[config.mk]
export PLATFORM = sky130hd
export DESIGN_NAME = fepow_flat
export DESIGN_NICKNAME = d
export VERILOG_FILES = /design/src/rtl/fepow_if.sv /design/src/rtl/fepow.sv /design/src/flat_wrapper.sv
export SDC_FILE = /design/constraint.sdc
export NUM_CORES = 2
export LEC_CHECK = 0
export CORE_AREA = 2 2 506 508
export DETAILED_ROUTE_END_ITERATION = 16
export DIE_AREA = 0 0 508 510
export GPL_TIMING_DRIVEN = 0
export HOLD_SLACK_MARGIN = 0.08
export PLACE_DENSITY = 0.45
export SYNTH_ARGS = -nofsm -noshare
export SYNTH_HDL_FRONTEND = slang
export SYNTH_SLANG_ARGS = --single-unit
export TNS_END_PERCENT = 20
[constraint.sdc]
create_clock -name clock -period 6.3 [get_ports clock]
set_input_delay 1.575 -clock clock [delete_from_list [all_inputs] [get_ports clock]]
set_output_delay 1.575 -clock clock [all_outputs]
set_load 0.01 [all_outputs]
[src/rtl/fepow_if.sv]
// fepow_if: request/result handshake and external field-multiplier channel
// for the fepow modular exponentiator. The exponentiator connects through the
// slave modport; the requester and multiplier side uses the master modport.
interface fepow_if;
  logic         start;
  logic [254:0] a_in;
  logic         busy;
  logic         done;
  logic [254:0] out;
  logic         mul_start;
  logic [254:0] mul_a;
  logic [254:0] mul_b;
  logic         mul_done;
  logic [254:0] mul_out;

  modport slave (
    input  start, a_in, mul_done, mul_out,
    output busy, done, out, mul_start, mul_a, mul_b
  );

  modport master (
    output start, a_in, mul_done, mul_out,
    input  busy, done, out, mul_start, mul_a, mul_b
  );
endinterface

[src/rtl/fepow.sv]
// fepow: fixed-exponent modular exponentiation a^E mod p (p = 2^255-19) by
// left-to-right square-and-multiply. Each multiplication is delegated to an
// external field multiplier, and only one operation is in flight at a time.
// The default exponent p-2 makes the block a field inverter.
//
// Optional feature: define FEPOW_ZERO_BYPASS_EN to complete a zero operand in
// one cycle with no multiplications. When it is undefined, zero runs the full
// schedule and no zero comparator exists.
module fepow #(
  parameter logic [254:0] E   = ~255'd20,  // 2^255-21 = p-2
  parameter int           TOP = 254        // index of the most significant set bit of E
) (
  input  logic   clock,
  input  logic   reset_n,
  fepow_if.slave bus
);

  typedef enum logic [1:0] {
    IDLE   = 2'd0,
    ISSUE  = 2'd1,
    WAIT   = 2'd2,
    FINISH = 2'd3
  } state_t;

  typedef enum logic {
    SQ  = 1'b0,
    MUL = 1'b1
  } phase_t;

  // The exponent scan starts just below the leading one, because r = a already
  // accounts for that bit.
  localparam logic [7:0] IDX_FIRST   = (TOP > 0) ? 8'(TOP - 1) : 8'd0;
  localparam logic       TOP_IS_ZERO = (TOP == 0) ? 1'b1 : 1'b0;

  state_t       state_r;
  phase_t       phase_r;
  logic [7:0]   idx_r;
  logic [254:0] base_r;
  logic         busy_r;
  logic         done_r;
  logic         mul_start_r;
  logic [254:0] out_r;
  logic [254:0] mul_a_r;
  logic [254:0] mul_b_r;
  logic         zero_s;
  logic         e_bit_s;

  // Detect a zero operand that can skip the multiplier entirely.
  always_comb begin
`ifdef FEPOW_ZERO_BYPASS_EN
    zero_s = (bus.a_in == 255'd0) ? 1'b1 : 1'b0;
`else
    zero_s = 1'b0;
`endif
  end

  assign e_bit_s = E[idx_r];

  // Sequencer: accept a request, issue and collect products, publish the result.
  always_ff @(posedge clock or negedge reset_n) begin
    if (!reset_n) begin
      state_r     <= IDLE;
      phase_r     <= SQ;
      idx_r       <= 8'd0;
      base_r      <= 255'd0;
      busy_r      <= 1'b0;
      done_r      <= 1'b0;
      mul_start_r <= 1'b0;
      out_r       <= 255'd0;
      mul_a_r     <= 255'd0;
      mul_b_r     <= 255'd0;
    end else begin
      case (state_r)
        IDLE: begin
          done_r      <= 1'b0;
          mul_start_r <= 1'b0;
          if (bus.start) begin
            busy_r  <= 1'b1;
            base_r  <= bus.a_in;
            idx_r   <= IDX_FIRST;
            phase_r <= SQ;
            mul_a_r <= bus.a_in;
            mul_b_r <= bus.a_in;
            if (TOP_IS_ZERO || zero_s) begin
              // a^1 = a, and 0^E = 0: the operand itself is the result.
              out_r   <= bus.a_in;
              done_r  <= 1'b1;
              state_r <= FINISH;
            end else begin
              mul_start_r <= 1'b1;
              state_r     <= ISSUE;
            end
          end else begin
            busy_r <= 1'b0;
          end
        end

        ISSUE: begin
          mul_start_r <= 1'b0;
          state_r     <= WAIT;
        end

        WAIT: begin
          if (bus.mul_done) begin
            if ((phase_r == SQ) && e_bit_s) begin
              // Square done and this exponent bit is set: multiply by the base.
              phase_r     <= MUL;
              mul_a_r     <= bus.mul_out;
              mul_b_r     <= base_r;
              mul_start_r <= 1'b1;
              state_r     <= ISSUE;
            end else if (idx_r != 8'd0) begin
              idx_r       <= idx_r - 8'd1;
              phase_r     <= SQ;
              mul_a_r     <= bus.mul_out;
              mul_b_r     <= bus.mul_out;
              mul_start_r <= 1'b1;
              state_r     <= ISSUE;
            end else begin
              out_r   <= bus.mul_out;
              done_r  <= 1'b1;
              state_r <= FINISH;
            end
          end else begin
            state_r <= WAIT;
          end
        end

        FINISH: begin
          // A start in this cycle is ignored; IDLE accepts from the next cycle.
          done_r  <= 1'b0;
          busy_r  <= 1'b0;
          state_r <= IDLE;
        end

        default: begin
          busy_r      <= 1'b0;
          done_r      <= 1'b0;
          mul_start_r <= 1'b0;
          state_r     <= IDLE;
        end
      endcase
    end
  end

  assign bus.busy      = busy_r;
  assign bus.done      = done_r;
  assign bus.out       = out_r;
  assign bus.mul_start = mul_start_r;
  assign bus.mul_a     = mul_a_r;
  assign bus.mul_b     = mul_b_r;

endmodule

[src/flat_wrapper.sv]
// flat-port wrapper written by rule: the top's interface ports become plain ports
module fepow_flat 
#(
  parameter logic [254:0] E   = ~255'd20,                   
  parameter int           TOP = 254                                                     
)
  (clock, reset_n, bus_start, bus_a_in, bus_mul_done, bus_mul_out, bus_busy, bus_done, bus_out, bus_mul_start, bus_mul_a, bus_mul_b);
  fepow_if bus_i ();
  input  logic clock;
  input  logic reset_n;
  input wire logic [$bits(bus_i.start)-1:0] bus_start;
  input wire logic [$bits(bus_i.a_in)-1:0] bus_a_in;
  input wire logic [$bits(bus_i.mul_done)-1:0] bus_mul_done;
  input wire logic [$bits(bus_i.mul_out)-1:0] bus_mul_out;
  output wire logic [$bits(bus_i.busy)-1:0] bus_busy;
  output wire logic [$bits(bus_i.done)-1:0] bus_done;
  output wire logic [$bits(bus_i.out)-1:0] bus_out;
  output wire logic [$bits(bus_i.mul_start)-1:0] bus_mul_start;
  output wire logic [$bits(bus_i.mul_a)-1:0] bus_mul_a;
  output wire logic [$bits(bus_i.mul_b)-1:0] bus_mul_b;
  assign bus_i.start = bus_start;
  assign bus_i.a_in = bus_a_in;
  assign bus_i.mul_done = bus_mul_done;
  assign bus_i.mul_out = bus_mul_out;
  assign bus_busy = bus_i.busy;
  assign bus_done = bus_i.done;
  assign bus_out = bus_i.out;
  assign bus_mul_start = bus_i.mul_start;
  assign bus_mul_a = bus_i.mul_a;
  assign bus_mul_b = bus_i.mul_b;
  fepow #(.E(E), .TOP(TOP)) u_core (.clock(clock), .reset_n(reset_n), .bus(bus_i));
endmodule
==> impl_metrics.yaml <==
clocking:
  clock_latency_ps: 800
  htreeDepth: 4
  ctsHoldBuffers: 0
  root_buffer: "clkbuf_16"
  clkTransAtPathRegs_ps: 50
  cts.sinks: 1034
  cts_resized: 0
  cts_tree: "built"
  cts_setup_buffers: 0
  cts_max_path_buffers: 3
  cts_buffers: 139
floorplan:
  die_area_um2: 259000
  die_x_um: 508
  io_pins: 1282
  initial_core_util: 0.197
  core_area_um2: 253000
  placementRows: 185
  die_h_um: 510
layout:
  syn_to_final_growth_pct: 44.4
  final_common_cell: "clkdlybuf4s50_1"
  layout-drive-gt1-share: 0.144
  final_cell_mix: "clkdlybuf4s50_1, dfrtp_1, nand3_1"
  final_cell_area_um2: 72100
  nets: 6554
timing:
  min_period_over_period: 0.687
  hold_viol_final: 0
  setup_viol: 0
  period_minus_slack_ps: 4330
  rsz0062_at_grt: "no"
  fin_worst_skew_ps: 23.7
  fmax_mhz: 231
  max-slew-margin-rel: 0.0826
  slew_violations: 0
  worst_pin_slew_ps: 1380
  tns_ps: 0
drt:
  dr.pass1.iters: 6
  postRouteAntennaNets: 0
  finalWirelength_um: 291000
  vias_per_cell: 4.86
  drc: 0
  wl_per_cell_um: 30.5
  vias: 46400
  drt_iter0_drc: 4037
logic_synthesis:
  synth_compound_area_frac: 0.137
  syn_nets: 5123
  synth-seq-cells: 1034
  synth_area_um2: 49900
  async_reset_ff_frac: 1.00
  synthXorXnorAreaFrac: 0.000701
  seq_area_frac_synth: 0.518
  synth_fa_ha_area_frac: 0.00150
  syn_inst: 4603
  synth_top_family_by_area: "multiplexers"
  synth-warning-count: 0
  synth_cell_types: 39
  synth_area_per_cell_um2: 10.9
  synth-simple-area-share: 0.120
  synth_edf_count: 0
  synth_flop_cell: "dfrtp_1"
  synthMuxAreaShare: 0.184
power_and_ir_drop:
  p_comb_frac: 0.499
  ir_drop_v: 0.000259
  clock_power_share: 0.217
  p_leak_uw: 0.0293
  pwr-share-seq: 0.284
  switchingPower_uw: 16700
  powerDensity_nw_per_um2: 540
  netSwitchingFraction: 0.428
  p_int_uw: 22300
placed_design:
  hpwl_um: 223000
  io_buffer_count: 1281
  place_area_um2: 67300
  gp_congestion: 0.891
critical_path:
  path_max_fanout: 10
  startpoint_type: "primary input"
  end_kind: "flip-flop"
  r2r-start: "u_core.state_r[0]"
  worstPathArrival_ps: 4990
  worst-setup-path-type: "in2reg"
  critical_path_required_ps: 6960
  cp-startpoint: "bus_mul_done"
global_route:
  grt_pass1_vias: 46900
  grt_max_degree: 162
  antenna_found_initial: 57
  grt_util_all_layers: 0.216
  grt_pass1_wl_um: 396000
  grt_overflow: 0
status:
  outcome: "completed"
job:
  drv_cap: 0
hold_path:
  min_from: "u_core.bus.mul_b[123]"
  hold_class: "reg2reg"
[area by class of cell]
type / count / area (µm²)
multi-input combinational: 3136 / 22100
clock buffer: 211 / 4200
inverter: 5 / 18.8
fill: 26400 / 181000
buffer: 428 / 1970
antenna: 31 / 77.6
timing repair buffer: 1290 / 13100
tap: 3366 / 4210
sequential: 1034 / 25900
clock inverter: 38 / 592
[synthesized netlist by cell type, drive strengths merged, types with 4 or more instances]
cell | count | area, µm²
clkbuf | 288 | 1080
a22oi | 255 | 1910
inv | 5 | 18.8
nor2 | 517 | 1940
o22a | 255 | 2230
nand3 | 767 | 3840
mux2i | 257 | 2570
a21oi | 518 | 2590
nand2b | 6 | 37.5
ha | 6 | 75.1
o21ai | 4 | 20.0
dfrtp | 1034 | 25900
buf | 140 | 866
nand2 | 13 | 48.8
mux2 | 512 | 6620
[layer usage]
layer  part of all wire  track usage  vias up
li1                   -            -    19800
met1               0.40        0.263    23900
met2               0.47        0.350     2265
met3              0.090       0.0698      441
met4              0.041       0.0894       18
met5            0.00038            0        -
[power by group through the flow]
stage / Combinational, µW / Sequential, µW / Clock [µW]
after floorplan: 9400 / 11300 / 0
after global placement: 19300 / 11100 / 0
after detailed placement: 19400 / 11100 / 0
after CTS: 19500 / 11000 / 8700
after global routing: 20800 / 11300 / 8920
final: 19400 / 11100 / 8460
[per-stage QoR]
step	utilization	setup slack [ps]	instances	power, µW	hold WS [ps]
2_1_floorplan	-	3370	4603	20700	489
3_3_place_gp	0.264	-49580	9250	30400	483
3_5_place_dp	0.265	1060	9259	30500	487
4_1_cts	0.284	1920	9508	39200	502
5_1_grt	0.284	1720	9522	41000	515
6_report	0.285	1970	9539	39000	504
[cells by family (layout without fill, tap and decap cells)]
| family | count (synthesis) | after routing |
|---|---|---|
| xor+xnor | 4 | 4 |
| mux | 769 | 769 |
| flops | 1034 | 1034 |
| simple gates | 1318 | 1318 |
| other cells | 0 | 31 |
| compound gates | 1039 | 1039 |
| fa+ha+maj | 6 | 6 |
| buf+inv | 433 | 1972 |
[worst max-delay path, stage by stage]
cell and delay [ps]:
clkdlybuf4s50_1 570, nand2b_1 180, o211ai_1 150, a21oi_1 520, clkbuf_1 980, clkbuf_1 630
nand3_1 170, o22a_1 210
[worst paths after layout]
kind                       cells past startpoint                     to  slack (ps)
min in group asynchronous                      1     u_core.bus.out[83]         670
min                                            1  u_core.bus.mul_b[123]         500
max reg2reg                                    9   u_core.bus.mul_b[20]        2160
max in group asynchronous                      4     u_core.base_r[220]        2920
max                                            8   u_core.bus.mul_b[20]        1970
min reg2reg                                    1  u_core.bus.mul_b[123]         500
[flip-flops by register name, summed over array words and instances (netlist names)]
name and flops:
u_core.base_r 255, u_core.bus.mul_a 255, u_core.bus.mul_b 255, u_core.bus.out 255, u_core.idx_r 8, u_core.state_r 2
u_core.bus.busy 1, u_core.bus.done 1, u_core.bus.mul_start 1, u_core.phase_r 1
Note: power is estimated with default switching activity, not from simulation.
